--- src/rtl/piso_serializer.sv ---
// Parallel-in serial-out transmitter with valid/ready load and busy/done framing.
// Each bit is held for CLKS_PER_BIT cycles; o_serial is registered (latency 1).
module piso_serializer #(
  parameter int WIDTH        = 8,
  parameter bit LSB_FIRST    = 1'b1,
  parameter int CLKS_PER_BIT = 1
) (
  input  logic             i_clk,
  input  logic             i_rst,
  input  logic [WIDTH-1:0] i_data,
  input  logic             i_valid,
  output logic             o_ready,
  output logic             o_serial,
  output logic             o_busy,
  output logic             o_done
);

  localparam int BW = $clog2(WIDTH);
  localparam int PW = (CLKS_PER_BIT > 1) ? $clog2(CLKS_PER_BIT) : 1;

  localparam logic [BW-1:0] BIT_LAST = BW'(WIDTH - 1);
  localparam logic [PW-1:0] PER_LAST = PW'(CLKS_PER_BIT - 1);

  typedef enum logic {
    S_IDLE  = 1'b0,
    S_SHIFT = 1'b1
  } state_e;

  state_e state_q, state_d;

  logic [WIDTH-1:0] sr_q, sr_d;
  logic [BW-1:0]    bit_q, bit_d;
  logic [PW-1:0]    per_q, per_d;
  logic             serial_q, serial_d;
  logic             done_q, done_d;

  logic             load;
  logic             per_wrap;
  logic             last_bit;
  logic             finish;
  logic [WIDTH-1:0] sr_next;
  logic             first_bit;
  logic             next_bit;

  assign load     = (state_q == S_IDLE) && i_valid;
  assign per_wrap = (per_q == PER_LAST);
  assign last_bit = (bit_q == BIT_LAST);
  assign finish   = (state_q == S_SHIFT) && per_wrap && last_bit;

  // Rotate rather than shift so every register bit stays observable.
  always_comb begin
    if (LSB_FIRST) begin
      sr_next   = {sr_q[0], sr_q[WIDTH-1:1]};
      next_bit  = sr_next[0];
      first_bit = i_data[0];
    end else begin
      sr_next   = {sr_q[WIDTH-2:0], sr_q[WIDTH-1]};
      next_bit  = sr_next[WIDTH-1];
      first_bit = i_data[WIDTH-1];
    end
  end

  always_ff @(posedge i_clk) begin
    if (i_rst) begin
      state_q <= S_IDLE;
    end else begin
      state_q <= state_d;
    end
  end

  always_comb begin
    state_d = state_q;
    unique case (state_q)
      S_IDLE: begin
        if (i_valid) state_d = S_SHIFT;
      end
      S_SHIFT: begin
        if (finish) state_d = S_IDLE;
      end
      default: state_d = S_IDLE;
    endcase
  end

  always_comb begin
    sr_d     = sr_q;
    bit_d    = bit_q;
    per_d    = per_q;
    serial_d = serial_q;
    done_d   = 1'b0;
    if (load) begin
      sr_d     = i_data;
      bit_d    = '0;
      per_d    = '0;
      serial_d = first_bit;
    end else if (state_q == S_SHIFT) begin
      if (!per_wrap) begin
        per_d = per_q + 1'b1;
      end else if (last_bit) begin
        per_d    = '0;
        bit_d    = '0;
        serial_d = 1'b0;
        done_d   = 1'b1;
      end else begin
        per_d    = '0;
        bit_d    = bit_q + 1'b1;
        sr_d     = sr_next;
        serial_d = next_bit;
      end
    end
  end

  always_ff @(posedge i_clk) begin
    if (i_rst) begin
      sr_q     <= '0;
      bit_q    <= '0;
      per_q    <= '0;
      serial_q <= 1'b0;
      done_q   <= 1'b0;
    end else begin
      sr_q     <= sr_d;
      bit_q    <= bit_d;
      per_q    <= per_d;
      serial_q <= serial_d;
      done_q   <= done_d;
    end
  end

  always_comb begin
    o_ready  = (state_q == S_IDLE);
    o_busy   = (state_q == S_SHIFT);
    o_serial = serial_q;
    o_done   = done_q;
  end

endmodule

--- config.mk ---
export PLATFORM = sky130hd
export DESIGN_NAME = piso_serializer
export DESIGN_NICKNAME = d
export VERILOG_FILES = /design/src/rtl/piso_serializer.sv
export SDC_FILE = /design/constraint.sdc
export NUM_CORES = 1
export LEC_CHECK = 0
export ABC_AREA = 1
export BUFFER_PORTS_ARGS = -buffer_cell sky130_fd_sc_hd__buf_2
export CORE_AREA = 10 10 63 50
export CTS_CLUSTER_SIZE = 10
export DETAILED_ROUTE_END_ITERATION = 6
export DIE_AREA = 0 0 73 60
export SLEW_MARGIN = 20
export SYNTH_ARGS = -nofsm -noshare
export SYNTH_HDL_FRONTEND = slang
export SYNTH_SLANG_ARGS = --single-unit
--- constraint.sdc ---
create_clock -name i_clk -period 1.94 [get_ports i_clk]
set_clock_uncertainty 0.1 [all_clocks]
set_input_delay 0.388 -clock i_clk [delete_from_list [all_inputs] [get_ports i_clk]]
set_output_delay 0.388 -clock i_clk [all_outputs]
set_load 0.01 [all_outputs]
==> results of run 1 <==
[worst paths after layout]
check                           endpoint  depth (start not counted)     start  slack, ns
worst max-delay path             sr_q[5]                          9  bit_q[0]       0.26
worst max register to register   sr_q[5]                          9  bit_q[0]       0.26
worst min register to register  bit_q[1]                          2  bit_q[1]       0.37
worst min-delay path              o_done                          2     i_rst       0.17
[cell type report]
type	count	share of cell area (%)
Multi-Input combinational cell	74	40.1
Sequential cell	14	32.7
Inverter	26	11.4
Timing Repair Buffer	14	8.16
Clock buffer	4	4.23
Tap cell	24	3.50
[power by group through the flow]
stage               Combinational, W  Clock [W]  Sequential, W
detailed placement          0.000129          0       0.000332
finish                      0.000129   0.000215       0.000325
global route                0.000154   0.000236       0.000329
CTS                         0.000130   0.000225       0.000326
global placement            0.000129          0       0.000331
floorplan                   0.000101          0       0.000330
[worst max-delay path, cell delays in order (launching register included)]
cell     delay [ns]
dfxtp_1        0.33
ha_1           0.22
ha_1           0.21
inv_1          0.06
nand2_1        0.23
nand2_4        0.21
nand2_2        0.09
inv_2          0.09
nand2_1        0.05
nand2_1        0.05
[state kept, by name, indices dropped and copies added, names as in the netlist]
| name | flops |
|---|---|
| sr_q | 8 |
| bit_q | 3 |
| o_busy | 1 |
| o_done | 1 |
| o_serial | 1 |
[cells by family (layout without fill, tap and decap cells)]
family,after synthesis,count (layout)
AOI/OAI and AO/OA,6,6
adders and majority gates,3,3
buffers and inverters,29,44
DFF,14,14
and+or+nand+nor,65,65
[layer usage]
layer | track usage [%] | share of wire, % | vias up
met1 | 9.20 | 46 | 288
met3 | 4.14 | 6.6 | 3
met2 | 11.8 | 46 | 11
li1 | - | - | 373
met5 | 0 | 0 | -
met4 | 3.24 | 1.1 | 0
[cells in the final DEF (no fill, tap or decap)]
master / n
nand3_1: 8
clkbuf_8: 1
inv_2: 2
nand2_2: 2
ha_1: 3
a21oi_1: 6
nand2_4: 2
buf_2: 14
nor2_1: 2
nand2_1: 49
clkbuf_4: 3
inv_1: 24
nor3_1: 2
dfxtp_1: 14
[through the flow]
stage / setup WS [ns] / hold WS, ns / total power [W] / util (%)
2_1_floorplan: 0.563 / 0.341 / 0.000431 / -
3_3_place_gp: 0.337 / 0.362 / 0.000460 / 41.2
3_5_place_dp: 0.272 / 0.356 / 0.000461 / 41.2
4_1_cts: 0.249 / 0.164 / 0.000680 / 43.0
5_1_grt: 0.0549 / 0.180 / 0.000719 / 43.0
6_report: 0.256 / 0.172 / 0.000669 / 43.0
==> results.yml, run 1 <==
clocking:
  post_cts_buffers: 0
  cts_max_path_buffers: 2
  h-tree-depth: 1
  hold_buffers: 0
  clock-sinks: 14
  post_cts_resized: 0
  clk_latency_ns: 0.29
  path_clk_slew_ns: 0.09
  cts_tree: "yes"
  cts_buffers: 3
  cts_root_buffer: "clkbuf_4"
route:
  drt_pre_antenna_iters: 4
  route.detailed.drc: 0
  final_antenna_net_count: 0
  drtIter0Drc: 30
  totalWireLength_microns: 1550
  routed_via_density: 4.33
  wl_per_cell_microns: 9.94
  num_vias: 675
floorplan:
  fp.dieArea_sq_um: 4380
  core-area_sq_um: 2000
  start_util_pct: 37.3
  die_h_microns: 60
  rows: 14
  pin_count: 15
  fp.dieW_microns: 73
power:
  p_int_w: 0.000474
  pwr-share-clk_pct: 32.1
  seq_power_share_pct: 48.6
  vdd_ir_drop_max_mv: 0.448
  p_sw_w: 0.000195
  switching_share_pct: 29.2
  pwr-share-comb_pct: 19.3
  leakage_nw: 0.530
  power_density_nw_per_um2: 779
place:
  place_congestion: 0.842
  numPortBuffers: 14
  hpwlAfterDp_microns: 1210
  dpl_cell_area_sq_um: 822
  dp_cells: 152
timing:
  hold_violations: 0
  tightest_slew_ns: 0.392
  fmax_mhz: 594
  tns_ns: 0
  post-route-period-util_pct: 86.8
  fin_crit_ns: 1.68
  finalSetupViolations: 0
  relSlewSlack_pct: 73.8
  rsz0062_at_grt: "false"
  slew_violations: 0
logic_synthesis:
  yosysTopAreaCell: "dfxtp_1"
  yosysSeqAreaShare_pct: 37.6
  synth_common_cells: "nand2_1, inv_1, dfxtp_1, nand3_1, a21oi_1"
  synthMuxAreaShare_pct: 0
  ys.flop_type: "dfxtp_1"
  synth.most_common_cell: "nand2_1"
  synth-compound-area-share_pct: 4.03
  synth_fp_nets: 131
  yosys-top-cells-area: "dfxtp_1, nand2_1, inv_1, nand3_1, ha_1"
  yosysTopAreaCellShare_pct: 37.6
  synth-xor-area-share_pct: 0
  yosysWarnings: 0
  synth_fa_ha_area_share_pct: 5.03
  synth_cell_type_count: 14
  netlist_area_sq_um: 746
  synth-simple-area-share_pct: 37.1
  synth_top_family_by_area: "simple AND/OR/NAND/NOR gates"
  async_reset_ff_share_pct: 0
  syn_area_per_cell_sq_um: 6.37
  synth-edff-count: 0
  postSynthCellCount: 117
  ys_ff_latch: 14
grt:
  grt_use_total_pct: 7.87
  grt_antenna_before_repair: 0
  grt_pass1_wl_microns: 2690
  gr-total-overflow: 0
  grt_pass1_vias: 600
  grt_max_degree: 14
final_layout:
  layout.cells.non_filler: 156
  design_area_sq_um: 858
  area_growth_pct: 15.1
  n_fill_cell: 223
  n_antenna_cell: 0
  drive_above_1_share_pct: 18.2
  multiInputGateArea_sq_um: 344
  nets: 147
  regArea_sq_um: 280
worst_setup_path:
  cp_max_fo: 11
  worstSetupPathType: "reg -> reg"
  cp-end-kind: "flip-flop"
  crit_arrival_ns: 1.82
  crit_path_start_kind: "flip-flop"
  critPathRequiredTime_ns: 2.08
min_path:
  min_path_type: "in -> reg"
job:
  drv_cap: 0
run_status:
  status: "completed"
(Power assumes the default switching activity.)
==> run 2, diff against run 1 <==
Settings changed: CELL_PAD_IN_SITES_DETAIL_PLACEMENT from default to 1, CELL_PAD_IN_SITES_GLOBAL_PLACEMENT from default to 1, CORE_AREA 10 10 63 50 to 10 10 67 52, DIE_AREA 0 0 73 60 to 0 0 77 62, PLACE_DENSITY_LB_ADDON from default to 0.1.
==> run 2 against run 1 <==
Against the previous run:
- maximum frequency decreased by 2.9%
- die area increased by 9.0%
- hold slack improved by 0.0074 ns
- largest power group unchanged
- critical path depth unchanged
- combinational power about the same
- via count decreased by 2.8%
- register-to-register slack got worse by 0.05 ns
- core utilization decreased by 5.9 points
- clock-buffer cell count decreased by 1
- flip-flop and latch count unchanged
- non-clock buffer count unchanged
- cell area decreased by 0.15%
==> results.yml, run 2 (same netlist as run 1, synthesis figures left out) <==
run_status:
  status: "completed"
worst_setup_path:
  cp_num_buf_inv: 2
  r2r_start: "bit_q[0]"
  timing.rr.end: "sr_q[5]"
  critPathTopFamily: "simple AND/OR/NAND/NOR gates"
  r2r_setup_slack_ns: 0.21
  cp-end-kind: "flip-flop"
  cp_max_fo: 11
  crit_path_cell_trace: "ha_1, ha_1, inv_1, nand2_1, nand2_4, nand2_2, inv_2, nand2_1, nand2_1"
  slowest_delay_ns: 0.34
  worstSetupPathType: "reg -> reg"
  cp_common_cell: "nand2_1"
  crit_arrival_ns: 1.86
  slowest_stage: "dfxtp_1"
  critPathRequiredTime_ns: 2.07
  crit_path_start_kind: "flip-flop"
  reg2regPathDepth: 9
timing:
  fin_crit_ns: 1.73
  setup_ws_ns: 0.206
  rsz0062_at_grt: "false"
  post-route-period-util_pct: 89.4
  fmax_mhz: 577
  hold-worst-slack_ns: 0.180
  relSlewSlack_pct: 73.0
  hold_violations: 0
  finalSetupViolations: 0
  tightest_slew_ns: 0.404
  tns_ns: 0
  slew_violations: 0
clocking:
  clk_latency_ns: 0.28
  post_cts_buffers: 0
  h-tree-depth: 1
  cts_buffers: 3
  cts_max_path_buffers: 2
  hold_buffers: 0
  path_clk_slew_ns: 0.08
  cts_root_buffer: "clkbuf_4"
  post_cts_resized: 0
  clock-sinks: 14
  cts_tree: "yes"
final_layout:
  final_common_cell: "nand2_1"
  design_area_sq_um: 857
  area_growth_pct: 14.9
  largest_register_ffs: 8
  top_register: "sr_q"
  n_antenna_cell: 0
  nets: 147
  reg_top3: "sr_q x8, bit_q x3"
  final_cell_mix: "nand2_1, inv_1, dfxtp_1, buf_2, nand3_1"
  drive_above_1_share_pct: 17.6
place:
  hpwlAfterDp_microns: 1470
  dpl_cell_area_sq_um: 835
  pre_cts_slack_ns: 0.211
  numPortBuffers: 14
  place_congestion: 0.745
route:
  route.detailed.drc: 0
  final_antenna_net_count: 0
  wl_per_cell_microns: 11.2
  drt_pre_antenna_iters: 3
  drtIter0Drc: 12
  totalWireLength_microns: 1850
  num_vias: 656
  routed_via_density: 3.98
grt:
  grt_max_degree: 14
  use_met2_pct: 13.2
  grt_pass1_wl_microns: 3170
  use_met1_pct: 10.2
  grt_use_total_pct: 8.42
  grt_pass1_vias: 697
  grt-busiest-layer: "met2"
  gr-total-overflow: 0
  grt_antenna_before_repair: 0
  use_met3_pct: 4.60
floorplan:
  fp.dieArea_sq_um: 4770
  pin_count: 15
  die_h_microns: 62
  core-area_sq_um: 2310
  rows: 15
  start_util_pct: 32.3
  fp.dieW_microns: 77
power:
  leakage_nw: 0.523
  power_density_nw_per_um2: 728
  vdd_ir_drop_max_mv: 0.462
min_path:
  hold_path_depth: 2
  holdPathEnd: "o_done"
  hold_start: "i_rst"
  min_path_type: "in -> reg"
job:
  drv_cap: 0
-- run 2: where the power goes --
part / switching, W / internal, W
Sequential: 0.0000145 / 0.000311
Clock: 0.0000936 / 0.0000720
Combinational: 0.0000845 / 0.0000480
Total: 0.000193 / 0.000431
-- run 2: worst max-delay path by stage --
stage                   from  endpoint  slack (ns)  depth (start not counted)
detailed placement  bit_q[0]   sr_q[5]        0.21                          9
finish              bit_q[0]   sr_q[5]        0.21                          9
floorplan           bit_q[0]   sr_q[1]        0.56                          8
global placement    bit_q[0]   sr_q[0]        0.31                          9
CTS                 bit_q[0]   sr_q[5]        0.19                          9
global route        bit_q[0]   sr_q[6]        0.04                          9
-- run 2: worst register-to-register path, delay by kind of cell, from the launching register on --
kind                     cells  cell delay (ns)
adder cells (fa/ha/maj)      2             0.44
flip-flops                   1             0.34
AND/OR/NAND/NOR              5             0.67
buffers and inverters        2             0.15
-- run 2: metrics by stage --
step           power, W  instances  utilization, %
3_3_place_gp   0.000467        162            36.2
3_5_place_dp   0.000468        162            36.2
6_report       0.000624        165            37.1
5_1_grt        0.000683        165            37.1
2_1_floorplan  0.000431        117               -
4_1_cts        0.000645        165            37.1
-- run 2: layout make-up --
class | count | area [sq um]
multi-input combinational | 74 | 344
clock buffer | 3 | 22.5
fill | 311 | 1450
tap | 34 | 42.5
sequential | 14 | 280
inverter | 26 | 97.6
timing repair buffer | 14 | 70.1
-- run 2: metal layers --
layer	part of all wire [%]	wire [microns]	vias up
met5	0	0	-
met4	0.43	8	0
met3	7.1	131	2
met2	40	743	11
met1	52	964	273
li1	-	-	370
